===== src/rtl/sdr_lbus_pkg.sv =====
// Shared types and constants for the SDR SDRAM local-bus master front end.
package sdr_lbus_pkg;

    typedef enum logic [1:0] {
        ST_IDLE    = 2'd0,
        ST_WAIT_WD = 2'd1,
        ST_REQ     = 2'd2,
        ST_DATA    = 2'd3
    } state_e;

    localparam int BEAT_W          = 4;
    localparam int MIN_WFIFO_DEPTH = 15;

endpackage


===== src/rtl/sdr_wfifo.sv =====
// Synchronous write-data FIFO with occupancy count; push-when-full and
// pop-when-empty are ignored so the caller only has to watch full/empty.
module sdr_wfifo #(
    parameter int DW = 32,
    parameter int AW = 4
) (
    input  logic          clk,
    input  logic          rst_n,
    input  logic          push,
    input  logic [DW-1:0] wdata,
    input  logic          pop,
    output logic [DW-1:0] rdata,
    output logic          full,
    output logic          empty,
    output logic [AW:0]   count
);

    localparam int DEPTH = 1 << AW;

    logic [DW-1:0] mem [DEPTH];
    logic [AW-1:0] wr_ptr_q, wr_ptr_d;
    logic [AW-1:0] rd_ptr_q, rd_ptr_d;
    logic [AW:0]   count_q, count_d;
    logic          push_ok;
    logic          pop_ok;

    assign full  = (count_q == (AW+1)'(DEPTH));
    assign empty = (count_q == '0);
    assign count = count_q;
    assign rdata = mem[rd_ptr_q];

    always_comb begin
        push_ok  = push && !full;
        pop_ok   = pop && !empty;
        wr_ptr_d = wr_ptr_q;
        rd_ptr_d = rd_ptr_q;
        count_d  = count_q;
        // Pointers are exactly AW bits wide, so the increment wraps modulo depth.
        if (push_ok) wr_ptr_d = wr_ptr_q + 1'b1;
        if (pop_ok)  rd_ptr_d = rd_ptr_q + 1'b1;
        if (push_ok && !pop_ok) count_d = count_q + 1'b1;
        if (pop_ok && !push_ok) count_d = count_q - 1'b1;
    end

    always_ff @(posedge clk or negedge rst_n) begin
        if (!rst_n) begin
            wr_ptr_q <= '0;
            rd_ptr_q <= '0;
            count_q  <= '0;
        end else begin
            wr_ptr_q <= wr_ptr_d;
            rd_ptr_q <= rd_ptr_d;
            count_q  <= count_d;
        end
    end

    // Storage needs no reset: contents are only observed behind a nonzero count.
    always_ff @(posedge clk) begin
        if (push_ok) mem[wr_ptr_q] <= wdata;
    end

endmodule


===== src/rtl/sdr_lbus_master.sv =====
// Host-side local-bus master: one command at a time, write data staged in a
// FIFO so D_REQ never underruns, read beats forwarded with a last marker.
module sdr_lbus_master
    import sdr_lbus_pkg::*;
#(
    parameter int SDRAM_RASIZE = 31,
    parameter int DATA_WIDTH   = 32,
    parameter int WFIFO_AWIDTH = 4   // depth 2**WFIFO_AWIDTH must be >= MIN_WFIFO_DEPTH
) (
    input  logic                    CLK,
    input  logic                    RESET_N,
    // Host command channel: transfer when CMD_VALID && CMD_READY at a rising edge.
    input  logic                    CMD_VALID,
    output logic                    CMD_READY,
    input  logic                    CMD_WRITE,
    input  logic [SDRAM_RASIZE-1:0] CMD_ADDR,
    input  logic [BEAT_W-1:0]       CMD_BSIZE,
    input  logic                    CMD_APCH,
    input  logic                    WD_VALID,
    output logic                    WD_READY,
    input  logic [DATA_WIDTH-1:0]   WD_DATA,
    output logic                    RD_VALID,
    output logic [DATA_WIDTH-1:0]   RD_DATA,
    output logic                    RD_LAST,
    output logic                    ERR,
    // Controller side
    output logic [SDRAM_RASIZE-1:0] RADDR,
    output logic                    R_REQ,
    output logic                    W_REQ,
    output logic                    AUTO_PCH,
    output logic [BEAT_W-1:0]       B_SIZE,
    input  logic                    RW_ACK,
    input  logic                    D_REQ,
    input  logic                    W_VALID,
    input  logic                    R_VALID,
    output logic [DATA_WIDTH-1:0]   SDR_WDATA,
    input  logic [DATA_WIDTH-1:0]   SDR_RDATA,
    // Debug visibility
    output state_e                  DBG_STATE,
    output logic [WFIFO_AWIDTH:0]   DBG_WFIFO_COUNT
);

    state_e                  state_q, state_d;
    logic [SDRAM_RASIZE-1:0] addr_q, addr_d;
    logic [BEAT_W-1:0]       bsize_q, bsize_d;
    logic                    apch_q, apch_d;
    logic                    write_q, write_d;
    logic [BEAT_W-1:0]       beats_q, beats_d;
    logic                    r_req_q, r_req_d;
    logic                    w_req_q, w_req_d;
    logic [DATA_WIDTH-1:0]   sdr_wdata_q, sdr_wdata_d;
    logic [DATA_WIDTH-1:0]   rd_data_q, rd_data_d;
    logic                    rd_valid_q, rd_valid_d;
    logic                    rd_last_q, rd_last_d;
    logic                    err_q, err_d;

    logic                    fifo_pop;
    logic [DATA_WIDTH-1:0]   fifo_rdata;
    logic                    fifo_full;
    logic                    fifo_empty;
    logic [WFIFO_AWIDTH:0]   fifo_count;
    logic                    in_wr_data;
    logic                    in_rd_data;
    logic                    beat;
    logic                    err_evt;

    sdr_wfifo #(
        .DW (DATA_WIDTH),
        .AW (WFIFO_AWIDTH)
    ) u_wfifo (
        .clk   (CLK),
        .rst_n (RESET_N),
        .push  (WD_VALID),
        .wdata (WD_DATA),
        .pop   (fifo_pop),
        .rdata (fifo_rdata),
        .full  (fifo_full),
        .empty (fifo_empty),
        .count (fifo_count)
    );

    assign CMD_READY       = (state_q == ST_IDLE);
    assign WD_READY        = !fifo_full;
    assign RADDR           = addr_q;
    assign B_SIZE          = bsize_q;
    assign AUTO_PCH        = apch_q;
    assign R_REQ           = r_req_q;
    assign W_REQ           = w_req_q;
    assign SDR_WDATA       = sdr_wdata_q;
    assign RD_DATA         = rd_data_q;
    assign RD_VALID        = rd_valid_q;
    assign RD_LAST         = rd_last_q;
    assign ERR             = err_q;
    assign DBG_STATE       = state_q;
    assign DBG_WFIFO_COUNT = fifo_count;

    always_comb begin
        state_d     = state_q;
        addr_d      = addr_q;
        bsize_d     = bsize_q;
        apch_d      = apch_q;
        write_d     = write_q;
        beats_d     = beats_q;
        r_req_d     = r_req_q;
        w_req_d     = w_req_q;
        sdr_wdata_d = sdr_wdata_q;
        rd_data_d   = rd_data_q;
        rd_valid_d  = 1'b0;
        rd_last_d   = 1'b0;
        fifo_pop    = 1'b0;
        err_evt     = 1'b0;

        in_wr_data = (state_q == ST_DATA) && write_q;
        in_rd_data = (state_q == ST_DATA) && !write_q;
        beat       = write_q ? D_REQ : R_VALID;

        case (state_q)
            ST_IDLE: begin
                if (CMD_VALID) begin
                    if (CMD_BSIZE == '0) begin
                        err_evt = 1'b1;
                    end else begin
                        addr_d  = CMD_ADDR;
                        bsize_d = CMD_BSIZE;
                        apch_d  = CMD_APCH;
                        write_d = CMD_WRITE;
                        r_req_d = !CMD_WRITE;
                        state_d = CMD_WRITE ? ST_WAIT_WD : ST_REQ;
                    end
                end
            end
            ST_WAIT_WD: begin
                // The whole burst must be queued first: D_REQ cannot be stalled.
                if (fifo_count >= {1'b0, bsize_q}) begin
                    w_req_d = 1'b1;
                    state_d = ST_REQ;
                end
            end
            ST_REQ: begin
                if (RW_ACK) begin
                    r_req_d = 1'b0;
                    w_req_d = 1'b0;
                    beats_d = bsize_q;
                    state_d = ST_DATA;
                end
            end
            ST_DATA: begin
                if (beat) begin
                    beats_d = beats_q - 1'b1;
                    if (beats_q == BEAT_W'(1)) state_d = ST_IDLE;
                end
            end
            default: state_d = ST_IDLE;
        endcase

        if (D_REQ) begin
            if (in_wr_data && !fifo_empty) fifo_pop = 1'b1;
            else                           err_evt  = 1'b1;
        end
        if (fifo_pop) sdr_wdata_d = fifo_rdata;

        // Read beats are always forwarded, even stray ones, since they cannot be refused.
        if (R_VALID) begin
            rd_valid_d = 1'b1;
            rd_data_d  = SDR_RDATA;
            rd_last_d  = in_rd_data && (beats_q == BEAT_W'(1));
            if (!in_rd_data) err_evt = 1'b1;
        end

        if (W_VALID && !in_wr_data) err_evt = 1'b1;

        err_d = err_q || err_evt;
    end

    always_ff @(posedge CLK or negedge RESET_N) begin
        if (!RESET_N) begin
            state_q     <= ST_IDLE;
            addr_q      <= '0;
            bsize_q     <= '0;
            apch_q      <= 1'b0;
            write_q     <= 1'b0;
            beats_q     <= '0;
            r_req_q     <= 1'b0;
            w_req_q     <= 1'b0;
            sdr_wdata_q <= '0;
            rd_data_q   <= '0;
            rd_valid_q  <= 1'b0;
            rd_last_q   <= 1'b0;
            err_q       <= 1'b0;
        end else begin
            state_q     <= state_d;
            addr_q      <= addr_d;
            bsize_q     <= bsize_d;
            apch_q      <= apch_d;
            write_q     <= write_d;
            beats_q     <= beats_d;
            r_req_q     <= r_req_d;
            w_req_q     <= w_req_d;
            sdr_wdata_q <= sdr_wdata_d;
            rd_data_q   <= rd_data_d;
            rd_valid_q  <= rd_valid_d;
            rd_last_q   <= rd_last_d;
            err_q       <= err_d;
        end
    end

endmodule


===== config.mk =====
export PLATFORM = sky130hd
export DESIGN_NAME = sdr_lbus_master
export DESIGN_NICKNAME = d
export VERILOG_FILES = /design/src/rtl/sdr_lbus_pkg.sv /design/src/rtl/sdr_wfifo.sv /design/src/rtl/sdr_lbus_master.sv
export SDC_FILE = /design/constraint.sdc
export NUM_CORES = 1
export LEC_CHECK = 0
export BUFFER_PORTS_ARGS = -buffer_cell sky130_fd_sc_hd__buf_4
export CAP_MARGIN = 20
export CORE_UTILIZATION = 40
export CTS_CLUSTER_DIAMETER = 60
export DETAILED_ROUTE_END_ITERATION = 8
export GPL_ROUTABILITY_DRIVEN = 0
export MAX_ROUTING_LAYER = met4
export PLACE_DENSITY = 0.69
export SLEW_MARGIN = 30
export SYNTH_ARGS = -nofsm -noshare
export SYNTH_HDL_FRONTEND = slang
export SYNTH_SLANG_ARGS = --single-unit

===== constraint.sdc =====
create_clock -name CLK -period 3.84 [get_ports CLK]
set_clock_uncertainty 0.05 [all_clocks]
set_input_delay 0.768 -clock CLK [delete_from_list [all_inputs] [get_ports CLK]]
set_output_delay 0.768 -clock CLK [all_outputs]
set_load 0.05 [all_outputs]

# == Yosys cells after proc, flatten, opt, wreduce, memory -nomap -nowiden ==
# Memory sizes are Yosys's and may differ from the RTL's. A register that Yosys moved wholly into a read port is not among the register bits.
# Cells that the tools add are included.
# totals
regBits,93
ramBits,512
memories,1
out_inout_bits,114
wordCells,98
# classes
n_reduce_logical,30
add_sub_neg,5
eq_ne,11
n_bitwise,1
n_lt_le_gt_ge,1
muxes,34
# mem_list
memory,depth,width,rd,rd_ports_with_merged_regs,wr,line,rtl
u_wfifo.mem,16,32,1,1,1,sdr_wfifo.sv:20,logic [DW-1:0] mem [DEPTH];
# op_table
op,count
two-way mux 1 bit,19
two-way mux 2 bit,7
two-way mux 5 bit,2
"inequality test 2 bit, second input constant",5
logical AND 1 bit,9
AND reduction 3 bit,3
"adder 4 x 1 -> 4 bit, second input constant",2
logical NOT 1 bit,8
two-way mux 4 bit,2
case mux 2 bit (4 select lines),1
case mux 4 bit (2 select lines),1
nonzero test 2 bit,4
AND reduction 6 bit,1
"adder 5 x 1 -> 5 bit, second input constant",1
"== test 5 bit, second input constant",1
greater-or-equal comparator 5 x 4 -> 1 bit,1
logical NOT 5 bit,1
"subtractor 5 x 1 -> 5 bit, second input constant",1
"== test 2 bit, second input constant",2
"== test 4 x 1 -> 1 bit, second input constant",1
logical NOT 4 bit,1
case mux 1 bit (2 select lines),2
AND reduction 4 bit,1
"subtractor 4 x 1 -> 4 bit, second input constant",1
other kinds (5),5

# == Longest topological paths before layout ==
# depth
ltp_word,10
ltp_mapped,12

# == Modules after synthesis ==
# A second synthesis with hierarchy kept.
# hier_totals
cells_unflattened,1385
hier_area_um2,25150.4
# by_module_without_submodules
mod,seq_area_each_um2,instances,cells_per_inst,area_each_um2
sdr_wfifo,15700.1,1,1006,20422.1
sdr_lbus_master,2802.7,1,379,4728.3

# == Worst setup path before layout ==
# No wires, ideal clock.
# synth_timing
kind,register to register
start,register u_wfifo.count_q[0] (netlist: u_wfifo.count[0])
end,memory u_wfifo.mem[3][0] (enable)
arrival_time_ps,3987
setup_time_ps,461
setup_slack_ps,-658
required_time_ps,3329
path_buffers,1
path_stages_with_launch,7
cell_sequence,dfrtp_1 nor4_2 nand2_1 and2_1 buf_2 nand2_1 nor3_1
# synth_between
elab_chain_len,5
# synth_rtl
item,line,rtl
from (decl),sdr_wfifo.sv:23,"logic [AW:0] count_q, count_d;"
from (signal assigned),sdr_wfifo.sv:53,count_q <= count_d;
== test 5 bit,sdr_wfifo.sv:27,assign full = (count_q == (AW+1)'(DEPTH));
logical NOT 1 bit,-,
named net WD_READY,sdr_lbus_master.sv:20,"output logic WD_READY,"
logical AND 1 bit,sdr_wfifo.sv:33,push_ok = push && !full;
two-way mux 1 bit,sdr_wfifo.sv:59,if (push_ok) mem[wr_ptr_q] <= wdata;
two-way mux 1 bit (implied by the code),sdr_wfifo.sv:59,
to (decl),sdr_wfifo.sv:20,
# The timed path passes the listed nets, and every way through them passes these cells.

# == Worst setup path after layout ==
# layout_timing
start,register u_wfifo.count_q[0] (netlist: u_wfifo.count[0])
end,register u_wfifo.count_q[4] (netlist: u_wfifo.count[4])
# layout_between
elab_chain_len,9
# layout_rtl
item,line,rtl
logical NOT 5 bit,sdr_wfifo.sv:28,assign empty = (count_q == '0);
logical NOT 1 bit,"sdr_wfifo.sv:34, sdr_lbus_master.sv:157",
logical AND 1 bit,sdr_lbus_master.sv:157,if (in_wr_data && !fifo_empty) fifo_pop = 1'b1;
two-way mux 1 bit,sdr_lbus_master.sv:157,
two-way mux 1 bit,sdr_lbus_master.sv:156,if (D_REQ) begin
logical AND 1 bit,sdr_wfifo.sv:34,pop_ok = pop && !empty;
logical NOT 1 bit,sdr_wfifo.sv:41,if (push_ok && !pop_ok) count_d = count_q + 1'b1;
logical AND 1 bit,sdr_wfifo.sv:41,
nonzero test 2 bit (no source line),-,
# Parallel ways exist; a longest one is shown, timed or not. The select of a mux whose other input is x is not followed.
# A chain may end at the register's enable or synchronous reset.

==> summary.md <==
| Metric | Value |
|---|---|
| Status | `finished, final reports clean` |
| Crit path arrival time | `3.43 ns` |
| Full die area | `63,390 µm²` |
| MaxCap Viol Count | `0` |
| CP Cell Sequence | `nor4_2 > nand2_1 > and2_1 > inv_2 > ha_1 > ha_1 > a21o_1 > a21oi_1 > xor2_1 > nor2_1 > xnor2_1` |
| RSZ-0062 raised after global routing | `false` |
| CTS Buf Count | `70` |
| Syn Area/Cell | `21.13 µm²` |
| Pins over their slew limit | `0` |
| CTS tree | `done` |
| DRT iter0 DRCs | `894` |
| Vias in the first global route | `13.02k` |
| Pwr/cell area | `734.6 nW/µm²` |
| Worst R2R End | `u_wfifo.count[4]` |
| Final net count | `1,577` |
| Setup TNS | `0 ns` |
| CTS max path bufs | `3` |
| H-tree levels | `3` |
| Setup crit start | `u_wfifo.count[0]` |
| Post-synth ARST share | `19.62%` |
| Dpl ws | `0.8394 ns` |
| Crit Path Category | `flop to flop` |
| Top Ports | `223` |
| Tot GR Track Use | `18.18%` |
| Final global-route overflow total | `0` |
| Leak | `10.41 nW` |
| PostCTS Resize Cnt | `0` |
| Worst vdd ir | `0.0005701 V` |
| Routed vias | `12.27k` |
| Die Y | `251.8 µm` |
| Design area | `30,120 µm²` |
| Hold_buf cts | `0` |
| Final wirelength | `55,280 µm` |
| Most used cell, CP | `ha_1` |
| Core ar. | `61,710 µm²` |
| Post-DRT Antenna Nets | `0` |
| Setup crit end kind | `flop` |
| Area Growth Syn to Fin | `20.68%` |
| Post-synth EDFFs | `512` |
| Reg2Reg Depth | `11` |
| Root buf cell | `clkbuf_16` |
| Rel. slew slack | `41.67%` |
| Reg-to-reg startpoint | `u_wfifo.count[0]` |
| Fin util | `48.80%` |
| Crit path max fanout | `9` |
| Clock transition at path regs | `0.06 ns` |
| Synthesized Nets | `1,310` |
| Reg-to-reg slack, setup | `0.85 ns` |
| CP bufs+invs | `1` |
| Top Family by Delay on Critical Path | `simple AND/OR/NAND/NOR gates` |
| Final hold viol count | `0` |
| Largest net degree at the start of global routing | `100` |
| DRT Pass-1 Iters | `5` |
| First-pass GRT wire length | `82,920 µm` |
| Yosys Warn Count | `0` |
| Share of cells above drive strength 1 | `40.92%` |
| Placed cell area | `27,840 µm²` |
| Initial antenna violation count | `1` |
| Synth Flop Type | `edfxtp_1` |
| Seq/Total Area, Yosys | `74.14%` |
| Synth Cell Area | `24,960 µm²` |
| Rows | `91` |
| Slowest-stage cell, CP | `nor4_2` |
| Hold Crit Class | `input port to async pin` |
| CP Launch Type | `flop` |
| Die Width | `251.8 µm` |
| Synth unique cells | `47` |
| IO buf count | `222` |
| Tmin final | `2.992 ns` |
| Min Hold Slack | `0.09685 ns` |
| DRC viols | `0` |
| Clk sinks | `637` |
| Crit share post-route | `77.92%` |
| Syn Inst Count | `1,181` |
| Final WS setup | `0.8478 ns` |
| Endpoints failing setup | `0` |
| Measured slew at the worst slew-check pin | `0.8727 ns` |
| Maximum clock frequency | `0.3342 GHz` |
| Post CTS Setup Buffer Count | `0` |
| Yosys reg bits | `637` |
| Initial Util | `40.44%` |
| Clock Latency Late Sink | `0.61 ns` |
| Routed length per instance | `23.61 µm` |
| Vias/cell | `5.242` |
| CP max stage delay | `0.49 ns` |
| WP data required | `4.27 ns` |
| Post-DP HPWL | `34,630 µm` |
layout make-up:
| class | instances | area, µm² |
|---|---|---|
| fillers | 5003 | 31590 |
| flip-flops and latches | 637 | 18510 |
| multi-input cells | 462 | 6103 |
| repair buffers | 260 | 2166 |
| clock buffers | 91 | 1872 |
| well taps | 837 | 1047 |
| clock inverters | 36 | 351.6 |
| inverters | 17 | 63.81 |
| diodes | 1 | 2.502 |
cell usage after synthesis, types with 12 or more instances:
library cell,count,area [µm²]
a21oi_1,39,195.2
buf_2,20,100.1
clkbuf_1,22,82.58
dfrtp_1,125,3128
edfxtp_1,512,15370
ha_1,19,237.7
inv_1,16,60.06
mux2_2,51,574.3
mux2_4,41,615.6
mux4_1,23,604.3
mux4_2,105,2365
nand2_1,22,82.58
nor2_1,19,71.32
o21ai_1,12,60.06
o22ai_1,33,206.5
o22ai_2,31,387.9
state kept, by name, summed over array words and instances (netlist names):
name,flops
AUTO_PCH,1
B_SIZE,4
DBG_STATE,2
ERR,1
RADDR,31
RD_DATA,32
RD_LAST,1
RD_VALID,1
R_REQ,1
SDR_WDATA,32
W_REQ,1
beats_q,4
u_wfifo.count,5
u_wfifo.mem,512
u_wfifo.rd_ptr_q,4
u_wfifo.wr_ptr_q,4
write_q,1
cell usage in the layout (no fill, tap or decap), types with 4 or more instances in the layout:
cell,count
clkbuf_16,71
buf_4,243
clkinv_2,7
inv_1,16
mux2_2,51
mux4_1,23
mux2i_1,8
nand2_1,22
xnor2_1,8
mux2_1,7
o21ai_0,6
mux2_4,41
o22ai_2,31
a21oi_1,39
clkinv_1,12
clkbuf_1,18
buf_12,15
ha_1,19
mux4_2,105
clkinv_4,4
o21ai_1,12
nor3_4,4
nor2_1,7
nor2_4,12
edfxtp_1,512
dfrtp_1,122
o22ai_1,33
per-stage QoR:
step	total power, mW	instances
6_report	22.12	2341
4_1_cts	22.37	2338
3_3_place_gp	15.77	2211
5_1_grt	23.03	2341
3_5_place_dp	15.90	2211
2_1_floorplan	13.72	1181
where the power goes:
group | internal [mW] | total, mW | switching [mW]
logic | 2.54 | 6.48 | 3.94
registers | 8.53 | 9.22 | 0.686
clock network | 3.70 | 6.42 | 2.72
worst max path at each step:
stage	endpoint	slack, ns	cells past startpoint
floorplan	u_wfifo.mem[15][0]	0.20	6
global placement	u_wfifo.count[4]	0.87	11
detailed placement	u_wfifo.count[4]	0.84	11
CTS	u_wfifo.count[4]	0.83	11
global route	u_wfifo.count[4]	0.62	11
finish	u_wfifo.count[4]	0.85	11
logic make-up (layout without fill, tap and decap cells):
family	Yosys count	count (layout)	share of synthesized area, %
AOI/OAI and AO/OA	132	132	3.926
xor gates and xnor gates	11	11	0.3861
adders and majority gates	20	20	1.033
buffers and inverters	82	404	2.015
DFF	637	637	74.14
muxes	235	235	17.30
other	0	1	0
and+or+nand+nor	64	64	1.198
per-layer routing:
layer	routed length, µm	up-vias	global-route usage (%)
met3	3676	81	3.797
li1	-	5374	-
met1	21940	6354	22.01
met5	0	-	-
met2	28420	462	30.75
met4	1238	0	5.333
(Power assumes the default switching activity.)
